==> src/rtl/sat_pkg.sv <==
// Shared types for the SAT implication datapath.
//   VAR_W               : width of a variable index
//   imply_entry_t       : one implication {val, variable}
//   imply_ctrl_state_e  : sequencing state of imply_stack_ctrl
package sat_pkg;

  localparam int VAR_W = 9;

  typedef struct packed {
    logic             val;
    logic [VAR_W-1:0] variable;
  } imply_entry_t;

  typedef enum logic {
    RUN   = 1'b0,
    FLUSH = 1'b1
  } imply_ctrl_state_e;

endpackage

==> src/rtl/rr_arbiter.sv <==
// Round-robin arbiter.
// Grants the first asserted request at or after the internal pointer,
// searching modulo NUM_REQ. The pointer moves to one past the winner, and
// only when a grant is actually issued (en=1 and some request set).
//   clk, reset : clock, synchronous active-high reset (pointer -> 0)
//   en         : grant permission for this cycle
//   req        : request vector
//   grant      : one-hot grant (combinational), all zero when en=0
module rr_arbiter #(
  parameter int NUM_REQ = 4
) (
  input  logic               clk,
  input  logic               reset,
  input  logic               en,
  input  logic [NUM_REQ-1:0] req,
  output logic [NUM_REQ-1:0] grant
);

  localparam int          PTR_W = (NUM_REQ > 1) ? $clog2(NUM_REQ) : 1;
  localparam int unsigned N     = NUM_REQ;

  logic [PTR_W-1:0] ptr_q, ptr_d;
  logic [PTR_W-1:0] sel;
  logic             found;
  int unsigned      idx;

  always_comb begin
    grant = '0;
    ptr_d = ptr_q;
    found = 1'b0;
    idx   = 0;
    sel   = '0;
    for (int unsigned i = 0; i < N; i++) begin
      idx = (32'(ptr_q) + i) % N;
      sel = PTR_W'(idx);
      if (en && !found && req[sel]) begin
        grant[sel] = 1'b1;
        found      = 1'b1;
        ptr_d      = PTR_W'((idx + 1) % N);
      end
    end
  end

  always_ff @(posedge clk) begin
    if (reset) begin
      ptr_q <= '0;
    end else begin
      ptr_q <= ptr_d;
    end
  end

endmodule

==> src/rtl/imply_stack_ctrl.sv <==
// Sequencing / arbitration controller in front of imply_stack.
// Sole master of the stack: accepts implications from NUM_REQ clause units
// through a round-robin arbiter, serves pops to the BCP engine and clears
// the stack on a conflict flush. Keeps the authoritative occupancy count.
// Per cycle in RUN: flush > pop > push, at most one stack operation.
// Ports:
//   clk, reset        : clock, synchronous active-high reset
//   req_valid/val/var : push requests, var slice i = [i*VAR_W +: VAR_W]
//   req_grant         : one-hot push grant (combinational)
//   pop_req           : BCP engine pop request
//   pop_valid/val/var : registered pop result, one cycle after pop_req
//   flush             : discard all pending implications
//   count/empty/full  : registered occupancy and flags
//   busy              : state is FLUSH
//   underflow         : sticky, pop_req while empty
//   stk_*             : stack control / data (en, reset, rw, val, variable)
//   stk_val_out/stk_variable_out : top-of-stack data from the stack
module imply_stack_ctrl #(
  parameter int NUM_REQ = 4,
  parameter int VAR_W   = 9,
  parameter int DEPTH   = 128,
  parameter int CNT_W   = $clog2(DEPTH + 1)
) (
  input  logic                     clk,
  input  logic                     reset,
  input  logic [NUM_REQ-1:0]       req_valid,
  input  logic [NUM_REQ-1:0]       req_val,
  input  logic [NUM_REQ*VAR_W-1:0] req_var,
  output logic [NUM_REQ-1:0]       req_grant,
  input  logic                     pop_req,
  output logic                     pop_valid,
  output logic                     pop_val,
  output logic [VAR_W-1:0]         pop_var,
  input  logic                     flush,
  output logic [CNT_W-1:0]         count,
  output logic                     empty,
  output logic                     full,
  output logic                     busy,
  output logic                     underflow,
  output logic                     stk_en,
  output logic                     stk_reset,
  output logic                     stk_rw,
  output logic                     stk_val,
  output logic [VAR_W-1:0]         stk_variable,
  input  logic                     stk_val_out,
  input  logic [VAR_W-1:0]         stk_variable_out
);

  import sat_pkg::*;

  imply_ctrl_state_e state_q, state_d;
  logic [CNT_W-1:0]  count_q, count_d;
  logic              pop_valid_q, pop_valid_d;
  imply_entry_t      pop_q, pop_d;
  logic              underflow_q, underflow_d;

  logic               empty_w, full_w;
  logic               pop_go;
  logic               arb_en;
  logic [NUM_REQ-1:0] grant;
  imply_entry_t       push_entry;

  assign empty_w = (count_q == '0);
  assign full_w  = (count_q == CNT_W'(DEPTH));
  assign pop_go  = pop_req && !empty_w;

  // Arbiter permission is computed outside the FSM process so the grant
  // feeding the FSM does not form a combinational loop through it.
  assign arb_en = !reset && (state_q == RUN) && !flush && !pop_go && !full_w;

  rr_arbiter #(
    .NUM_REQ(NUM_REQ)
  ) u_arb (
    .clk   (clk),
    .reset (reset),
    .en    (arb_en),
    .req   (req_valid),
    .grant (grant)
  );

  // Data of the granted requester (grant is one-hot or zero).
  always_comb begin
    push_entry = '0;
    for (int unsigned i = 0; i < NUM_REQ; i++) begin
      if (grant[i]) begin
        push_entry.val      = req_val[i];
        push_entry.variable = req_var[i*VAR_W +: VAR_W];
      end
    end
  end

  always_comb begin
    state_d      = state_q;
    count_d      = count_q;
    pop_valid_d  = 1'b0;
    pop_d        = pop_q;
    underflow_d  = underflow_q;
    stk_en       = 1'b0;
    stk_reset    = 1'b0;
    stk_rw       = 1'b0;
    stk_val      = 1'b0;
    stk_variable = '0;
    if (reset) begin
      // Clear the stack in the same cycle reset is held.
      stk_en    = 1'b1;
      stk_reset = 1'b1;
    end else begin
      unique case (state_q)
        RUN: begin
          if (flush) begin
            state_d = FLUSH;
          end else if (pop_go) begin
            stk_en         = 1'b1;
            stk_rw         = 1'b0;
            count_d        = count_q - CNT_W'(1);
            pop_valid_d    = 1'b1;
            pop_d.val      = stk_val_out;
            pop_d.variable = stk_variable_out;
          end else begin
            if (pop_req) begin
              underflow_d = 1'b1;
            end
            if (|grant) begin
              stk_en       = 1'b1;
              stk_rw       = 1'b1;
              stk_val      = push_entry.val;
              stk_variable = push_entry.variable;
              count_d      = count_q + CNT_W'(1);
            end
          end
        end
        FLUSH: begin
          stk_en    = 1'b1;
          stk_reset = 1'b1;
          count_d   = '0;
          state_d   = RUN;
        end
        default: state_d = RUN;
      endcase
    end
  end

  always_ff @(posedge clk) begin
    if (reset) begin
      state_q     <= RUN;
      count_q     <= '0;
      pop_valid_q <= 1'b0;
      pop_q       <= '0;
      underflow_q <= 1'b0;
    end else begin
      state_q     <= state_d;
      count_q     <= count_d;
      pop_valid_q <= pop_valid_d;
      pop_q       <= pop_d;
      underflow_q <= underflow_d;
    end
  end

  assign req_grant = grant;
  assign pop_valid = pop_valid_q;
  assign pop_val   = pop_q.val;
  assign pop_var   = pop_q.variable;
  assign count     = count_q;
  assign empty     = empty_w;
  assign full      = full_w;
  assign busy      = (state_q != RUN);
  assign underflow = underflow_q;

endmodule

==> config.mk <==
export PLATFORM = sky130hd
export DESIGN_NAME = imply_stack_ctrl
export DESIGN_NICKNAME = d
export VERILOG_FILES = /design/src/rtl/sat_pkg.sv /design/src/rtl/rr_arbiter.sv /design/src/rtl/imply_stack_ctrl.sv
export SDC_FILE = /design/constraint.sdc
export NUM_CORES = 1
export LEC_CHECK = 0
export ABC_AREA = 1
export CAP_MARGIN = 20
export CORE_MARGIN = 2
export CORE_UTILIZATION = 40
export CTS_BUF_LIST = sky130_fd_sc_hd__clkbuf_4 sky130_fd_sc_hd__clkbuf_8
export DETAILED_ROUTE_END_ITERATION = 10
export PLACE_DENSITY = 0.82
export REMOVE_ABC_BUFFERS = 1
export SLEW_MARGIN = 5
export SYNTH_ARGS = -nofsm -noshare
export SYNTH_HDL_FRONTEND = slang
export SYNTH_SLANG_ARGS = --single-unit
==> constraint.sdc <==
create_clock -name clk -period 9.8 [get_ports clk]
set_input_delay 2.94 -clock clk [delete_from_list [all_inputs] [get_ports clk]]
set_output_delay 2.94 -clock clk [all_outputs]
set_load 0.01 [all_outputs]
==> results by group <==
CTS
  • Maximum level of the CTS H-tree: 1
  • Clock latency on the worst-skew pair: 0.27 ns
  • # clock sinks: 23
  • Hold buffer count at CTS: 0
  • CTS tree: built
  • Root buffer cell: clkbuf_8
  • Post-CTS Setup Bufs: 0
  • Total CTS buffers: 3
  • Post-CTS sizing: 0
  • Clock Pin Slew Worst Setup and Hold Paths: 0.08 ns
  • CTS max path bufs: 2

Timing
  • Rel. slew slack: 0.571
  • # setup viols final: 0
  • Hold Vio Cnt, Final: 0
  • Worst-margin pin slew: 0.642 ns
  • Fin. max-slew vios: 0
  • Tcrit/Tclk final: 0.889
  • RSZ-0062 raised after global routing: false
  • Clock skew: 0.00504 ns
  • Fin Setup TNS: 0 ns
  • Minimum clock period: 8.71 ns
  • Fmax: 0.115 GHz

Place
  • Placed Cells: 473
  • Placer congestion estimate: 0.920
  • IO buf count: 97
  • Post-DP HPWL: 4.78 mm

Floorplanning
  • Initial Util: 0.420
  • Die area: 6030 um2
  • Standard-cell row count: 26
  • Core ar.: 5170 um2
  • I/O Pins: 98
  • Die height: 77.7 um
  • Die W: 77.7 um

Layout
  • Syn-to-layout area delta: 47.3%
  • Util after Layout: 0.618
  • Layout cells sized above 1: 0.0983
  • Commonest non-fill, non-tap cells in the layout: clkdlybuf4s50_1, nand2_1, a21oi_1, inv_1, nand3_1
  • Post-route insts no fill: 477
  • Leading cell type in the layout, fill and taps excluded: clkdlybuf4s50_1
  • Layout net count: 481
  • Antenna cells: 0

Route
  • Avg WL per Cell: 12.5 um
  • First DRT Iteration DRCs: 84
  • Mean number of vias per cell: 4.97
  • DR vias: 2371
  • Routed WL: 5.97 mm
  • Number of remaining DRC errors: 0
  • DRT Pass-1 Iters: 5
  • Antenna-violating nets left: 0

GRT
  • Remaining global-route overflow: 0
  • Antenna violations before repair: 0
  • First-pass GRT wire length: 9.92 mm
  • Total track usage: 0.196
  • Pin count of the biggest net entering global routing: 23
  • Number of global-route vias before repair: 2245

Pwr
  • Pint: 0.000488 W
  • Power share of the combinational group: 0.757
  • Reg power frac: 0.176
  • LEAKAGE: 1.37 nW
  • Clock Power Share: 0.067
  • Peak supply drop: 206 uV
  • Switching power total: 0.000473 W
  • Power Density: 300 nW/um2
  • Switch share: 0.492

Yosys
  • Synth Area in Simple Gates: 0.364
  • YS warnings: 0
  • Syn avg cell area: 6.87 um2
  • Synth Register Bits: 23
  • Cells after synthesis: 316
  • Post-Synth XOR/XNOR Area: 0.0121
  • Complex-gate fraction of the synthesized area: 0.207
  • Main combinational cell family by area after synthesis: simple AND/OR/NAND/NOR gates
  • Post-Synth Adder-Cell Area: 0.0899
  • Multiplexer share of the synthesized area: 0
  • Cell Area, Synth: 2170 um2
  • Register area share after synthesis: 0.212
  • Synth cell types: 36

Run status
  • Status: completed

Run
  • Max-cap violations: 0

Critical path
  • Crit path required time: 6.86 ns
  • Crit Path Class: primary input to output pin
  • CP endpoint kind: output pin
  • Crit path arrival time: 5.77 ns
  • CP Max Fanout: 21
  • Critical Path Start Type: primary input

Worst hold path
  • Hold Path Class: flip-flop to flip-flop
[final timing paths]
path / from / to / slack [ns] / cells after the start
hold reg to reg: pop_val / pop_val / 0.45 / 2
hold / removal: pop_val / pop_val / 0.45 / 2
setup / recovery: reset / stk_variable[7] / 1.09 / 15
setup reg to reg: u_arb.ptr_q[0] / count[4] / 6.91 / 15
[synthesized netlist by cell type, drive strengths merged]
library cell,n,area [um2]
a21oi,42,214
a22o,9,78.8
a32o,1,10.0
a41oi,1,8.76
and2,2,12.5
buf,7,68.8
clkbuf,3,11.3
dfxtp,23,460
fa,1,20.0
ha,14,175
inv,45,169
nand2,62,255
nand3,39,263
nand4,1,21.3
nor2,31,193
nor3,8,40.0
o211ai,1,7.51
o21a,2,15.0
o21ai,20,115
or2,1,6.26
xnor2,1,8.76
xor2,2,17.5
[worst max-delay path, cell delays in order]
cell             delay, ns
clkdlybuf4s50_1       0.55
nor2_4                0.20
inv_2                 0.09
nor2_8                0.11
inv_2                 0.05
nor2_2                0.14
nand4_4               0.13
nor2_4                0.20
nand2_1               0.09
nand3_2               0.34
nor2_4                0.08
nand2_1               0.11
o21ai_0               0.08
a21oi_1               0.12
clkdlybuf4s50_1       0.55
[area by class of cell]
| class | count | area, um2 |
|---|---|---|
| Fill cell | 461 | 1970 |
| Clock buffer | 4 | 48.8 |
| Inverter | 45 | 169 |
| Multi-Input combinational cell | 238 | 1460 |
| Tap cell | 70 | 87.6 |
| Timing Repair Buffer | 97 | 971 |
| Sequential cell | 23 | 460 |
[stage by stage]
step / setup WS, ns / power [W] / hold WS (ns) / cell area, um2
detailed placement: 1.10 / 0.000895 / 0.437 / 3150
finish: 1.09 / 0.000961 / 0.445 / 3200
global placement: 1.19 / 0.000884 / 0.431 / 3150
global route: 0.878 / 0.00105 / 0.477 / 3200
floorplan: 2.27 / 0.000628 / 0.468 / 2090
CTS: 1.10 / 0.000962 / 0.449 / 3200
[registers in the layout, indices dropped and copies added, names as in the netlist]
signal       count
pop_valid        1
u_arb.ptr_q      2
underflow        1
pop_var          9
pop_val          1
busy             1
count            8
[cells by family (layout without fill, tap and decap cells)]
group,Yosys count,after routing
compound gates,76,76
xor+xnor,3,3
simple gates,144,144
flops,23,23
buf+inv,55,146
fa+ha+maj,15,15
[metal layers]
| metal | wire (um) | GRT usage | vias to the layer above |
|---|---|---|---|
| li1 | - | - | 1235 |
| met1 | 2650 | 0.238 | 1031 |
| met2 | 2740 | 0.344 | 94 |
| met3 | 491 | 0.0488 | 11 |
| met4 | 86 | 0.0446 | 0 |
| met5 | 0 | 0 | - |
[power groups by stage]
| stage | combinational [W] | clock [W] | sequential, W |
|---|---|---|---|
| floorplan | 0.000448 | 0 | 0.000180 |
| global placement | 0.000713 | 0 | 0.000171 |
| detailed placement | 0.000723 | 0 | 0.000171 |
| CTS | 0.000728 | 0.0000646 | 0.000169 |
| global route | 0.000803 | 0.0000677 | 0.000175 |
| finish | 0.000727 | 0.0000640 | 0.000169 |
No activity file was read; power rests on OpenSTA's default activity.
